--- src/rtl/trap_ctrl.sv ---
`default_nettype none
// ============================================================================
// Module   : trap_ctrl
// Brief    : Machine-mode trap/mret sequencer driving the CSR trap channel.
// Revision : 1.0 - initial release
// ============================================================================
module trap_ctrl #(
    parameter logic [31:0] RESET_VEC = 32'h0
) (
    input  logic        clk,
    input  logic        rst,
    input  logic        inst_valid_i,
    input  logic [31:0] pc_i,
    input  logic [31:0] inst_i,
    input  logic        ecall_i,
    input  logic        ebreak_i,
    input  logic        illegal_i,
    input  logic        mret_i,
    input  logic        ex_trap_i,
    input  logic        soft_trap_i,
    input  logic        tcmp_trap_i,
    input  logic        mstatus_mie_i,
    input  logic [31:0] mepc_i,
    input  logic        idex_csr_we_i,
    input  logic [31:0] trap_csr_rdata_i,
    output logic        trap_csr_we_o,
    output logic [11:0] trap_csr_addr_o,
    output logic [31:0] trap_csr_wdata_o,
    output logic        hold_o,
    output logic        jump_o,
    output logic [31:0] jump_addr_o
);

    localparam logic [2:0] c_st_idle      = 3'd0;
    localparam logic [2:0] c_st_t_mepc    = 3'd1;
    localparam logic [2:0] c_st_t_mcause  = 3'd2;
    localparam logic [2:0] c_st_t_mtval   = 3'd3;
    localparam logic [2:0] c_st_t_mstatus = 3'd4;
    localparam logic [2:0] c_st_t_jump    = 3'd5;
    localparam logic [2:0] c_st_r_mstatus = 3'd6;
    localparam logic [2:0] c_st_r_jump    = 3'd7;

    localparam logic [11:0] c_addr_mstatus = 12'h300;
    localparam logic [11:0] c_addr_mtvec   = 12'h305;
    localparam logic [11:0] c_addr_mepc    = 12'h341;
    localparam logic [11:0] c_addr_mcause  = 12'h342;
    localparam logic [11:0] c_addr_mtval   = 12'h343;

    logic [2:0]  state_q, state_d;
    logic [31:0] cause_q, cause_d;
    logic [31:0] epc_q, epc_d;
    logic [31:0] tval_q, tval_d;

    logic        w_trap_acc;
    logic        w_mret_acc;
    logic [31:0] w_cause;

    // Event arbitration: exceptions, then mret, then enabled interrupts.
    always_comb begin
        w_trap_acc = 1'b0;
        w_mret_acc = 1'b0;
        w_cause    = 32'h0;
        if (inst_valid_i) begin
            if (illegal_i) begin
                w_trap_acc = 1'b1;
                w_cause    = 32'd2;
            end else if (ebreak_i) begin
                w_trap_acc = 1'b1;
                w_cause    = 32'd3;
            end else if (ecall_i) begin
                w_trap_acc = 1'b1;
                w_cause    = 32'd11;
            end else if (mret_i) begin
                w_mret_acc = 1'b1;
            end else if (mstatus_mie_i) begin
                if (ex_trap_i) begin
                    w_trap_acc = 1'b1;
                    w_cause    = 32'h8000_000B;
                end else if (soft_trap_i) begin
                    w_trap_acc = 1'b1;
                    w_cause    = 32'h8000_0003;
                end else if (tcmp_trap_i) begin
                    w_trap_acc = 1'b1;
                    w_cause    = 32'h8000_0007;
                end
            end
        end
    end

    always_comb begin
        state_d          = state_q;
        cause_d          = cause_q;
        epc_d            = epc_q;
        tval_d           = tval_q;
        trap_csr_we_o    = 1'b0;
        trap_csr_addr_o  = 12'h0;
        trap_csr_wdata_o = 32'h0;
        hold_o           = (state_q != c_st_idle);
        jump_o           = 1'b0;
        jump_addr_o      = 32'h0;

        case (state_q)
            c_st_idle: begin
                hold_o = w_trap_acc | w_mret_acc;
                if (w_trap_acc) begin
                    state_d = c_st_t_mepc;
                    cause_d = w_cause;
                    epc_d   = pc_i;
                    tval_d  = illegal_i ? inst_i : 32'h0;
                end else if (w_mret_acc) begin
                    state_d = c_st_r_mstatus;
                end
            end
            c_st_t_mepc: begin
                if (!idex_csr_we_i) begin
                    trap_csr_we_o    = 1'b1;
                    trap_csr_addr_o  = c_addr_mepc;
                    trap_csr_wdata_o = epc_q;
                    state_d          = c_st_t_mcause;
                end
            end
            c_st_t_mcause: begin
                if (!idex_csr_we_i) begin
                    trap_csr_we_o    = 1'b1;
                    trap_csr_addr_o  = c_addr_mcause;
                    trap_csr_wdata_o = cause_q;
                    state_d          = c_st_t_mtval;
                end
            end
            c_st_t_mtval: begin
                if (!idex_csr_we_i) begin
                    trap_csr_we_o    = 1'b1;
                    trap_csr_addr_o  = c_addr_mtval;
                    trap_csr_wdata_o = tval_q;
                    state_d          = c_st_t_mstatus;
                end
            end
            c_st_t_mstatus: begin
                // Same-cycle RMW: MPIE <= MIE, MIE <= 0.
                if (!idex_csr_we_i) begin
                    trap_csr_we_o    = 1'b1;
                    trap_csr_addr_o  = c_addr_mstatus;
                    trap_csr_wdata_o = {trap_csr_rdata_i[31:8], trap_csr_rdata_i[3],
                                        trap_csr_rdata_i[6:4], 1'b0,
                                        trap_csr_rdata_i[2:0]};
                    state_d          = c_st_t_jump;
                end
            end
            c_st_t_jump: begin
                trap_csr_addr_o = c_addr_mtvec;
                jump_o          = 1'b1;
                jump_addr_o     = (trap_csr_rdata_i == 32'h0) ? RESET_VEC
                                : {trap_csr_rdata_i[31:2], 2'b00};
                state_d         = c_st_idle;
            end
            c_st_r_mstatus: begin
                // MIE <= MPIE, MPIE <= 1.
                if (!idex_csr_we_i) begin
                    trap_csr_we_o    = 1'b1;
                    trap_csr_addr_o  = c_addr_mstatus;
                    trap_csr_wdata_o = {trap_csr_rdata_i[31:8], 1'b1,
                                        trap_csr_rdata_i[6:4], trap_csr_rdata_i[7],
                                        trap_csr_rdata_i[2:0]};
                    state_d          = c_st_r_jump;
                end
            end
            c_st_r_jump: begin
                jump_o      = 1'b1;
                jump_addr_o = mepc_i;
                state_d     = c_st_idle;
            end
            default: begin
                state_d = c_st_idle;
            end
        endcase

        // A sequence cut short by reset must not finish its pending write or jump.
        if (rst) begin
            trap_csr_we_o    = 1'b0;
            trap_csr_addr_o  = 12'h0;
            trap_csr_wdata_o = 32'h0;
            hold_o           = 1'b0;
            jump_o           = 1'b0;
            jump_addr_o      = 32'h0;
        end
    end

    always_ff @(posedge clk) begin
        if (rst) begin
            state_q <= c_st_idle;
            cause_q <= 32'h0;
            epc_q   <= 32'h0;
            tval_q  <= 32'h0;
        end else begin
            state_q <= state_d;
            cause_q <= cause_d;
            epc_q   <= epc_d;
            tval_q  <= tval_d;
        end
    end

endmodule
`default_nettype wire

--- config.mk ---
export PLATFORM = sky130hd
export DESIGN_NAME = trap_ctrl
export DESIGN_NICKNAME = d
export VERILOG_FILES = /design/src/rtl/trap_ctrl.sv
export SDC_FILE = /design/constraint.sdc
export NUM_CORES = 1
export LEC_CHECK = 0
export CORE_MARGIN = 2
export CORE_UTILIZATION = 36
export DETAILED_ROUTE_END_ITERATION = 7
export PLACE_DENSITY_LB_ADDON = 0.3
export SYNTH_ARGS = -nofsm -noshare
export SYNTH_HDL_FRONTEND = slang
export SYNTH_SLANG_ARGS = --single-unit
--- constraint.sdc ---
create_clock -name clk -period 1.6 [get_ports clk]
set_input_delay 0.32 -clock clk [delete_from_list [all_inputs] [get_ports clk]]
set_output_delay 0.32 -clock clk [all_outputs]
set_load 0.005 [all_outputs]
# Word-level counts from Yosys, hierarchy flattened

Cells that the tools add are included.

Memories kept: 0
Register bits after elaboration: 99
Latch bits: 0
Bits in read-only memories: 0
Input bits: 140
Memory bits (writable): 0
Logic and storage cells: 81
Output and inout bits: 79

Equal/unequal tests: 13
Order comparisons: 0
Reduce and logical (&&, ||, !) cells: 8
$add $sub $neg: 0
Bitwise logic cells: 1
Divide/modulo/power cells: 0
Mux-type cells: 55
Multipliers: 0
Shift operators: 0

Operator list:

| kind                                                                   | number |
|---|---|
| 32-bit two-way mux                                                     | 18 |
| 32-bit case mux with 5 select lines                                    | 1 |
| 32-bit case mux with 2 select lines                                    | 1 |
| 10-bit case mux with 5 select lines                                    | 1 |
| 10-bit two-way mux                                                     | 4 |
| 32-bit logical NOT                                                     | 1 |
| 1-bit two-way mux                                                      | 21 |
| 3-bit two-way mux                                                      | 7 |
| 3-bit case mux with 7 select lines                                     | 1 |
| 3-bit equality test (second input constant)                            | 4 |
| 12-bit two-way mux                                                     | 1 |
| 2-bit != test (second input constant)                                  | 5 |
| 3-bit by 2-bit equality test with 1-bit output (second input constant) | 2 |
| 6-bit AND reduction                                                    | 1 |
| 5-bit OR reduction                                                     | 1 |
| 2-bit OR reduction                                                     | 2 |
| 3-bit by 1-bit equality test with 1-bit output (second input constant) | 1 |
| 3-bit logical NOT                                                      | 1 |
| 3-bit != test (second input constant)                                  | 1 |
| 3-bit nonzero test                                                     | 1 |
| 2-bit AND reduction                                                    | 1 |
| 1-bit OR                                                               | 1 |

# Longest topological paths before layout

Gate-level depths: netlist of run 1.

Depth after elaboration: 12
Gate-level depth with buffers: 7
Mapped depth without buffers: 4

# Worst setup path before layout of run 1

OpenSTA, ideal clock, no wires.

Path kind: reg-to-output
Start point: register state_q[1]
End point: output trap_csr_addr_o[9]
Required time: 1.280 ns
Cell stages (with the launch flop): 7
Arrival time: 1.567 ns
Path slack: -0.287 ns
Buffers on the path: 2
Path through: dfxtp_1 buf_2 nor2_1 nor2_1 nor2_1 a2111oi_0 buf_4

Longest elaborated chain between the ends: 4
Elaborated cells on any way between the ends: 9
Classes of those cells: 6 x eq/ne; 2 x mux; 1 x reduce/logical

RTL lines:

| item                                  | RTL line | text |
|---|---|---|
| start: declaration                    | 49       | `logic [2:0] state_q, state_d;` |
| start signal: assignment              | 190      | `state_q <= c_st_idle;` |
| start signal: assignment              | 195      | `state_q <= state_d;` |
| 3-bit equality test                   | 102      | `case (state_q)` |
| 2-bit OR reduction (no source line)   | -        |  |
| 10-bit case mux with 5 select lines * | 102      |  |
| 12-bit two-way mux *                  | 178      | `if (rst) begin` |
| end: declaration                      | 27       | `output logic [11:0] trap_csr_addr_o,` |

Mark *: on every way between the ends. The rest lies on a longest branch, timed or not.

# Final worst setup path of run 1

Start point: register state_q[1]
End point: output trap_csr_wdata_o[31]

Longest elaborated chain between the ends: 3
Elaborated cells on any way between the ends: 7
Classes of those cells: 5 x eq/ne; 2 x mux

RTL lines:

| item                                        | RTL line | text |
|---|---|---|
| 3-bit equality test (tied with other cells) | 102      |  |
| 32-bit case mux with 5 select lines *       | 102      |  |
| 32-bit two-way mux *                        | 178      |  |
| end: declaration                            | 28       | `output logic [31:0] trap_csr_wdata_o,` |

Marks and branches as above.

==> impl_metrics.py, run 1 <==
metrics = {
    "outcome": {
        "outcome": "finished, violations left",
        "violations": "negative setup slack",
    },
    "setup_path": {
        "critPathRequiredTime_ns": 1.28,
        "r2r_end": "tval_q[3]",
        "crit_path_end": "trap_csr_wdata_o[31]",
        "reg2reg_slack_ns": -0.52,
        "end_kind": "output port",
        "critPathMaxStageDelay_ns": 0.41,
        "cp-start-kind": "register",
        "path_class": "reg2out",
        "arrival_ns": 1.98,
        "path_cells": "buf_6 > or3_4 > nand3b_1 > buf_6 > buf_12 > buf_6 > nor3_2 > buf_2",
        "cpMostUsedCell": "buf_6",
        "crit_fanout": 4,
        "crit_start": "state_q[1]",
        "worstRegToRegCells": 11,
        "r2r_start": "state_q[1]",
        "cp_slowest_cell": "or3_4",
    },
    "clocking": {
        "cts_tree": "done",
        "cts_sinks": 72,
        "clk_latency_ns": 0.33,
        "cts.path.max_buffers": 2,
        "cts-buffers-inserted": 9,
        "clock-root-buffer": "clkbuf_16",
        "h-tree-depth": 3,
        "path_clk_slew_ns": 0.06,
    },
    "worst_hold_path": {
        "hold_path.class": "reg2reg",
    },
    "global_route": {
        "grt_max_degree": 44,
        "grt_pass1_vias": 6100,
        "antenna_found_initial": 0,
        "grt.overflow.total": 0,
        "grt_pass1_wl_mm": 33.3,
        "track_usage_pct": 33.9,
    },
    "drt": {
        "drtAntennaViolNets": 0,
        "drtIter0Drc": 1052,
        "via_count": 6541,
        "wl_per_cell_um": 26.6,
        "viasPerCell": 6.47,
        "drt_first_pass_iters": 8,
        "routed_wl_mm": 26.9,
        "drc": 0,
    },
    "cells_and_area": {
        "regArea_um2": 1450,
        "fin_nets": 1006,
        "antennaDiodeCount": 0,
        "area_growth_pct": 130,
        "final_util_pct": 85.5,
        "multi_input_area_um2": 3580,
        "nFillCells": 562,
        "drive_gt1_share_pct": 57.1,
        "stdcell_count": 1011,
    },
    "synthesis": {
        "seq_area_frac_synth_pct": 35.2,
        "synth_seq_cells": 72,
        "ys_top_cells_by_area": "dfxtp_1 35%, a21oi_1 8.7%, o21ai_0 8.3%, nand3_1 7.8%, a222oi_1 6.4%",
        "synth.distinct_cells": 45,
        "synth_top_area_cell": "dfxtp_1",
        "synth_top_area_share_pct": 35.2,
        "syn_area_per_cell_um2": 7.81,
        "synth_warnings": 0,
        "syn_inst": 524,
        "syn_area_um2": 4090,
    },
    "power_and_ir_drop": {
        "p_sw_share_pct": 38.7,
        "p_int_mw": 7.32,
        "ir_drop_uv": 784,
        "combPwrFrac_pct": 61.6,
        "power_frac_clock_pct": 18.5,
        "p_seq_share_pct": 19.9,
        "power_mw": 11.9,
        "switchingPower_mw": 4.62,
        "p_leak_nw": 3.67,
        "powerDensity_nw_per_um2": 1270,
    },
    "timing": {
        "setup_viol": 145,
        "max_freq_mhz": 434,
        "hold_viol": 0,
        "worst_slew_pin_slew_ns": 0.780,
        "period_share_pct": 144,
        "fin_crit_ns": 2.30,
        "setup_ws_ns": -0.703,
        "relSlewSlack_pct": 48.0,
        "rsz0062_at_grt": "true",
        "maxSlewViolCount": 0,
        "fin_skew_ns": 0.00699,
        "timing.hold.ws_ns": 0.462,
    },
    "placement": {
        "port_buffers": 212,
        "globalplace.congestion": 0.920,
        "place_hpwl_mm": 12.7,
        "dp.cells": 907,
        "pre_cts_ws_ns": -1.26,
    },
    "floorplan": {
        "start_util_pct": 37.3,
        "ioPinCount": 219,
        "floorplan.rows": 38,
        "core_area_um2": 11000,
        "die_area_um2": 12200,
        "die_y_um": 111,
        "fp.dieW_um": 111,
    },
    "flow_run": {
        "maxCapViolations": 0,
    },
}
-- how the worst min path moves through the flow --
stage | startpoint | end | depth (start not counted)
after floorplan | cause_q[1] | cause_q[1] | 2
after global placement | cause_q[1] | cause_q[1] | 2
after detailed placement | cause_q[1] | cause_q[1] | 2
after CTS | rst | epc_q[3] | 3
after global routing | tval_q[27] | tval_q[27] | 2
final | tval_q[27] | tval_q[27] | 2
-- state kept, by name, summed over array words and instances (netlist names) --
signal / cells
state_q: 3
cause_q: 5
tval_q: 32
epc_q: 32
-- through the flow --
| stage | setup TNS, ns | cell area [um2] |
|---|---|---|
| after floorplan | -3.00 | 4330 |
| after global placement | -94.73 | 7040 |
| after detailed placement | -94.88 | 7040 |
| after CTS | -58.57 | 8290 |
| after global routing | -72.59 | 9390 |
| final | -68.40 | 9390 |
-- cell families after synthesis --
family,after synthesis,share of synthesized area [%]
compound gates,218,34.1
simple gates,151,19.2
buf+inv,75,9.51
flops,72,35.2
mux,7,1.83
other cells,1,0.0917
-- synthesized netlist by cell type, drive strengths merged --
cell type and number:
clkbuf 30, nand2 6, and2 2, a21oi 71, nor2b 2, o2111ai 1, o31ai 3, nand3 64
o21ai 72, nor4 11, a2111oi 1, o21a 2, conb 1, nand4 3, inv 6, nand2b 1
or3 1, a211oi 2, nor4b 2, nor2 40, a22oi 4, a22o 28, and3 3, a221oi 2
a31oi 1, mux2 4, nor3 13, dfxtp 72, mux2i 3, a2bb2oi 4, or4 1, nand3b 2
a222oi 26, buf 39, o41ai 1
-- worst max-delay path: cells and delay by family, from the launching register on --
| kind | cells | cell delay [ns] |
|---|---|---|
| buffers and inverters | 5 | 0.65 |
| AND/OR/NAND/NOR | 3 | 0.63 |
| flip-flops | 1 | 0.37 |
-- cell type report --
type | instances | share of cell area, %
Tap cell | 140 | 1.87
Clock buffer | 10 | 2.44
Sequential cell | 72 | 15.5
Multi-Input combinational cell | 384 | 38.1
Inverter | 6 | 0.266
Timing Repair Buffer | 393 | 40.8
Clock inverter | 6 | 0.986
-- metal layers --
| metal | up-vias | GRT usage [%] | wire length (um) |
|---|---|---|---|
| met5 | - | 0 | 0 |
| met4 | 0 | 13.8 | 1700 |
| met3 | 150 | 8.84 | 2960 |
| met2 | 587 | 59.3 | 12900 |
| met1 | 3109 | 39.3 | 9330 |
| li1 | 2695 | - | - |
-- cell usage in the layout (no fill, tap or decap), types with 4 or more instances in the layout --
cell type         n
a2bb2oi_2         4
clkbuf_2          8
nor4_4            8
nor2_1           20
nor2_2           17
dlygate4sd2_1     5
a22oi_2           4
o21ai_0          36
clkbuf_16        12
buf_16            9
a21oi_2          50
dlymetal6s2s_1    7
o21ai_1          18
buf_6            55
inv_1             5
nand3_1          10
clkdlybuf4s50_1  98
nor3_4            6
dfxtp_1          69
nand3_4          27
conb_1            6
buf_12           19
nor3_2            5
clkdlybuf4s15_1   8
a21oi_1          21
buf_8            11
o21ai_2          14
o21ai_4           4
a22o_1           28
nand3_2          27
buf_4            87
a222oi_1         26
buf_2            79
-- power groups by stage --
stage	Sequential, mW	Clock [mW]	Combinational, mW
after floorplan	2.26	0	1.98
after global placement	2.31	0	3.45
after detailed placement	2.33	0	3.50
after CTS	2.31	2.21	5.66
after global routing	2.40	2.30	7.54
final	2.37	2.21	7.35
-- repair_timing --
action	CTS	global route
gates resized for setup	502	253
hold buffers	0	0
cloned	14	4
pin swaps	106	139
endpoints found under the setup margin	144	145
buffers inserted	53	34
Power figures use the tool's default switching activity.
==> run 2: changes to the inputs <==
Settings changed: GPL_ROUTABILITY_DRIVEN set to 0, MAX_ROUTING_LAYER set to met4.
==> run 2 against run 1 <==
Against the previous run: the run ends with design-rule violations, negative setup slack left; clock power down 13%; critical path depth up 1; register-to-register slack worse by 0.05 ns; final cell count down 2.9%; non-clock buffer count down 27; count of clock-buffer cells in the layout up 2; sequential power about the same; cell area down 2.3%; die area unchanged; total power down 7.3%; hold slack better by 0.032 ns; critical path type is now in2out.
==> impl_metrics.py, run 2 (synthesis gave the netlist of run 1 again) <==
metrics = {
    "cells_and_area": {
        "mostFrequentLayoutCells": "105 x clkdlybuf4s50_1, 81 x buf_2, 74 x buf_4, 69 x dfxtp_1, 63 x a21oi_2",
        "regArea_um2": 1450,
        "drive_gt1_share_pct": 55.4,
        "final_util_pct": 83.5,
        "stdcell_area_um2": 9180,
        "area_growth_pct": 124,
        "fin_nets": 977,
        "reg_top3": "epc_q x32, tval_q x32, cause_q x5",
        "nFillCells": 601,
        "final_common_cell": "clkdlybuf4s50_1",
        "multi_input_area_um2": 3660,
    },
    "clocking": {
        "cts.path.max_buffers": 2,
        "cts-buffers-inserted": 9,
        "h-tree-depth": 3,
        "clock-root-buffer": "clkbuf_16",
        "clk_latency_ns": 0.34,
        "cts_sinks": 72,
        "cts_tree": "done",
        "hold_buffers": 0,
        "path_clk_slew_ns": 0.05,
    },
    "global_route": {
        "grt_pass1_vias": 6064,
        "grt_use_met2_pct": 57.1,
        "grt_pass1_wl_mm": 33.1,
        "track_usage_pct": 34.8,
        "antenna_found_initial": 0,
        "grt_busiest_layer": "met2",
        "grt_max_degree": 44,
        "grt_use_met3_pct": 6.59,
        "grtUsageMet1_pct": 41.7,
        "grt.overflow.total": 0,
    },
    "placement": {
        "port_buffers": 212,
        "place_hpwl_mm": 12.7,
        "place_area_um2": 7000,
        "pre_cts_ws_ns": -1.31,
    },
    "power_and_ir_drop": {
        "p_leak_nw": 3.42,
        "ir_drop_uv": 772,
        "powerDensity_nw_per_um2": 1210,
    },
    "drt": {
        "viasPerCell": 6.48,
        "drtAntennaViolNets": 0,
        "drt_first_pass_iters": 8,
        "wl_per_cell_um": 25.7,
        "drtIter0Drc": 645,
        "via_count": 6366,
        "routed_wl_mm": 25.2,
        "drc": 2,
    },
    "timing": {
        "setup_ws_ns": -0.738,
        "worst_slew_pin_slew_ns": 0.805,
        "maxSlewViolCount": 0,
        "relSlewSlack_pct": 46.4,
        "period_share_pct": 146,
        "max_freq_mhz": 428,
        "fin_skew_ns": 0.00616,
        "fin_crit_ns": 2.34,
        "rsz0062_at_grt": "true",
        "timing.hold.ws_ns": 0.494,
        "setup_viol": 144,
        "hold_viol": 0,
    },
    "setup_path": {
        "critPathRequiredTime_ns": 1.28,
        "end_kind": "output port",
        "path_class": "in2out",
        "cp_slowest_cell": "nor4_4",
        "cp-start-kind": "input port",
        "path_cells": "buf_8 > nor4_4 > nand4_1 > o21a_4 > buf_8 > buf_8 > buf_6 > a22o_1 > buf_2",
        "arrival_ns": 2.02,
        "critPathMaxStageDelay_ns": 0.31,
        "crit_fanout": 6,
        "cpMostUsedCell": "buf_8",
    },
    "worst_hold_path": {
        "hold_path.class": "reg2reg",
    },
    "floorplan": {
        "floorplan.rows": 38,
        "start_util_pct": 37.3,
        "fp.dieW_um": 111,
        "core_area_um2": 11000,
        "die_area_um2": 12200,
        "ioPinCount": 219,
        "die_y_um": 111,
    },
    "outcome": {
        "outcome": "finished, violations left",
        "violations": "design-rule violations, negative setup slack",
    },
    "flow_run": {
        "maxCapViolations": 0,
    },
}
[run 2: metal layers]
metal  routed length, um  up-vias  part of all wire [%]
li1                    -     2635                     -
met5                   0        -                     0
met4                1700        0                   6.7
met3                2290      147                   9.1
met2               12200      526                    48
met1                9000     3058                    36
[run 2: power breakdown]
part           switching [mW]  internal [mW]  total, mW
clock network           0.800           1.12       1.92
logic                    3.31           3.46       6.77
registers               0.252           2.12       2.37
total                    4.36           6.70       11.1
[run 2: timing repair]
item                                    CTS  global route
pin swaps                               132           122
buffers inserted                         41            11
endpoints found under the setup margin  144           145
resized for setup                       536           194
cloned                                   13             4
[run 2: cell type report]
| class | count | area share (%) |
|---|---|---|
| multi-input cells | 382 | 39.9 |
| repair buffers | 366 | 39.1 |
| flip-flops and latches | 72 | 15.8 |
| clock buffers | 12 | 2.80 |
| well taps | 140 | 1.91 |
| inverters | 6 | 0.300 |
| clock inverters | 3 | 0.191 |
| diodes | 1 | 0.0273 |
[run 2: path summary, 6_finish.rpt]
| check | start | to | slack, ns | depth (start not counted) |
|---|---|---|---|---|
| worst min register to register | cause_q[0] | cause_q[0] | 0.49 | 2 |
| worst max-delay path | trap_csr_rdata_i[16] | jump_addr_o[18] | -0.74 | 9 |
| worst max register to register | state_q[1] | cause_q[31] | -0.57 | 12 |
| worst min-delay path | cause_q[0] | cause_q[0] | 0.49 | 2 |
[run 2: stage by stage]
step	power [mW]	TNS, ns	std cells
final	11.1	-74.58	982
after global routing	11.4	-79.93	981
after CTS	9.54	-60.21	973
after detailed placement	5.74	-97.87	904
after global placement	5.65	-94.99	904
after floorplan	4.24	-3.00	529
[run 2: critical path, delay by kind of cell]
family          cells  cell delay [ns]
buf+inv             5             0.61
simple gates        2             0.57
compound gates      2             0.49
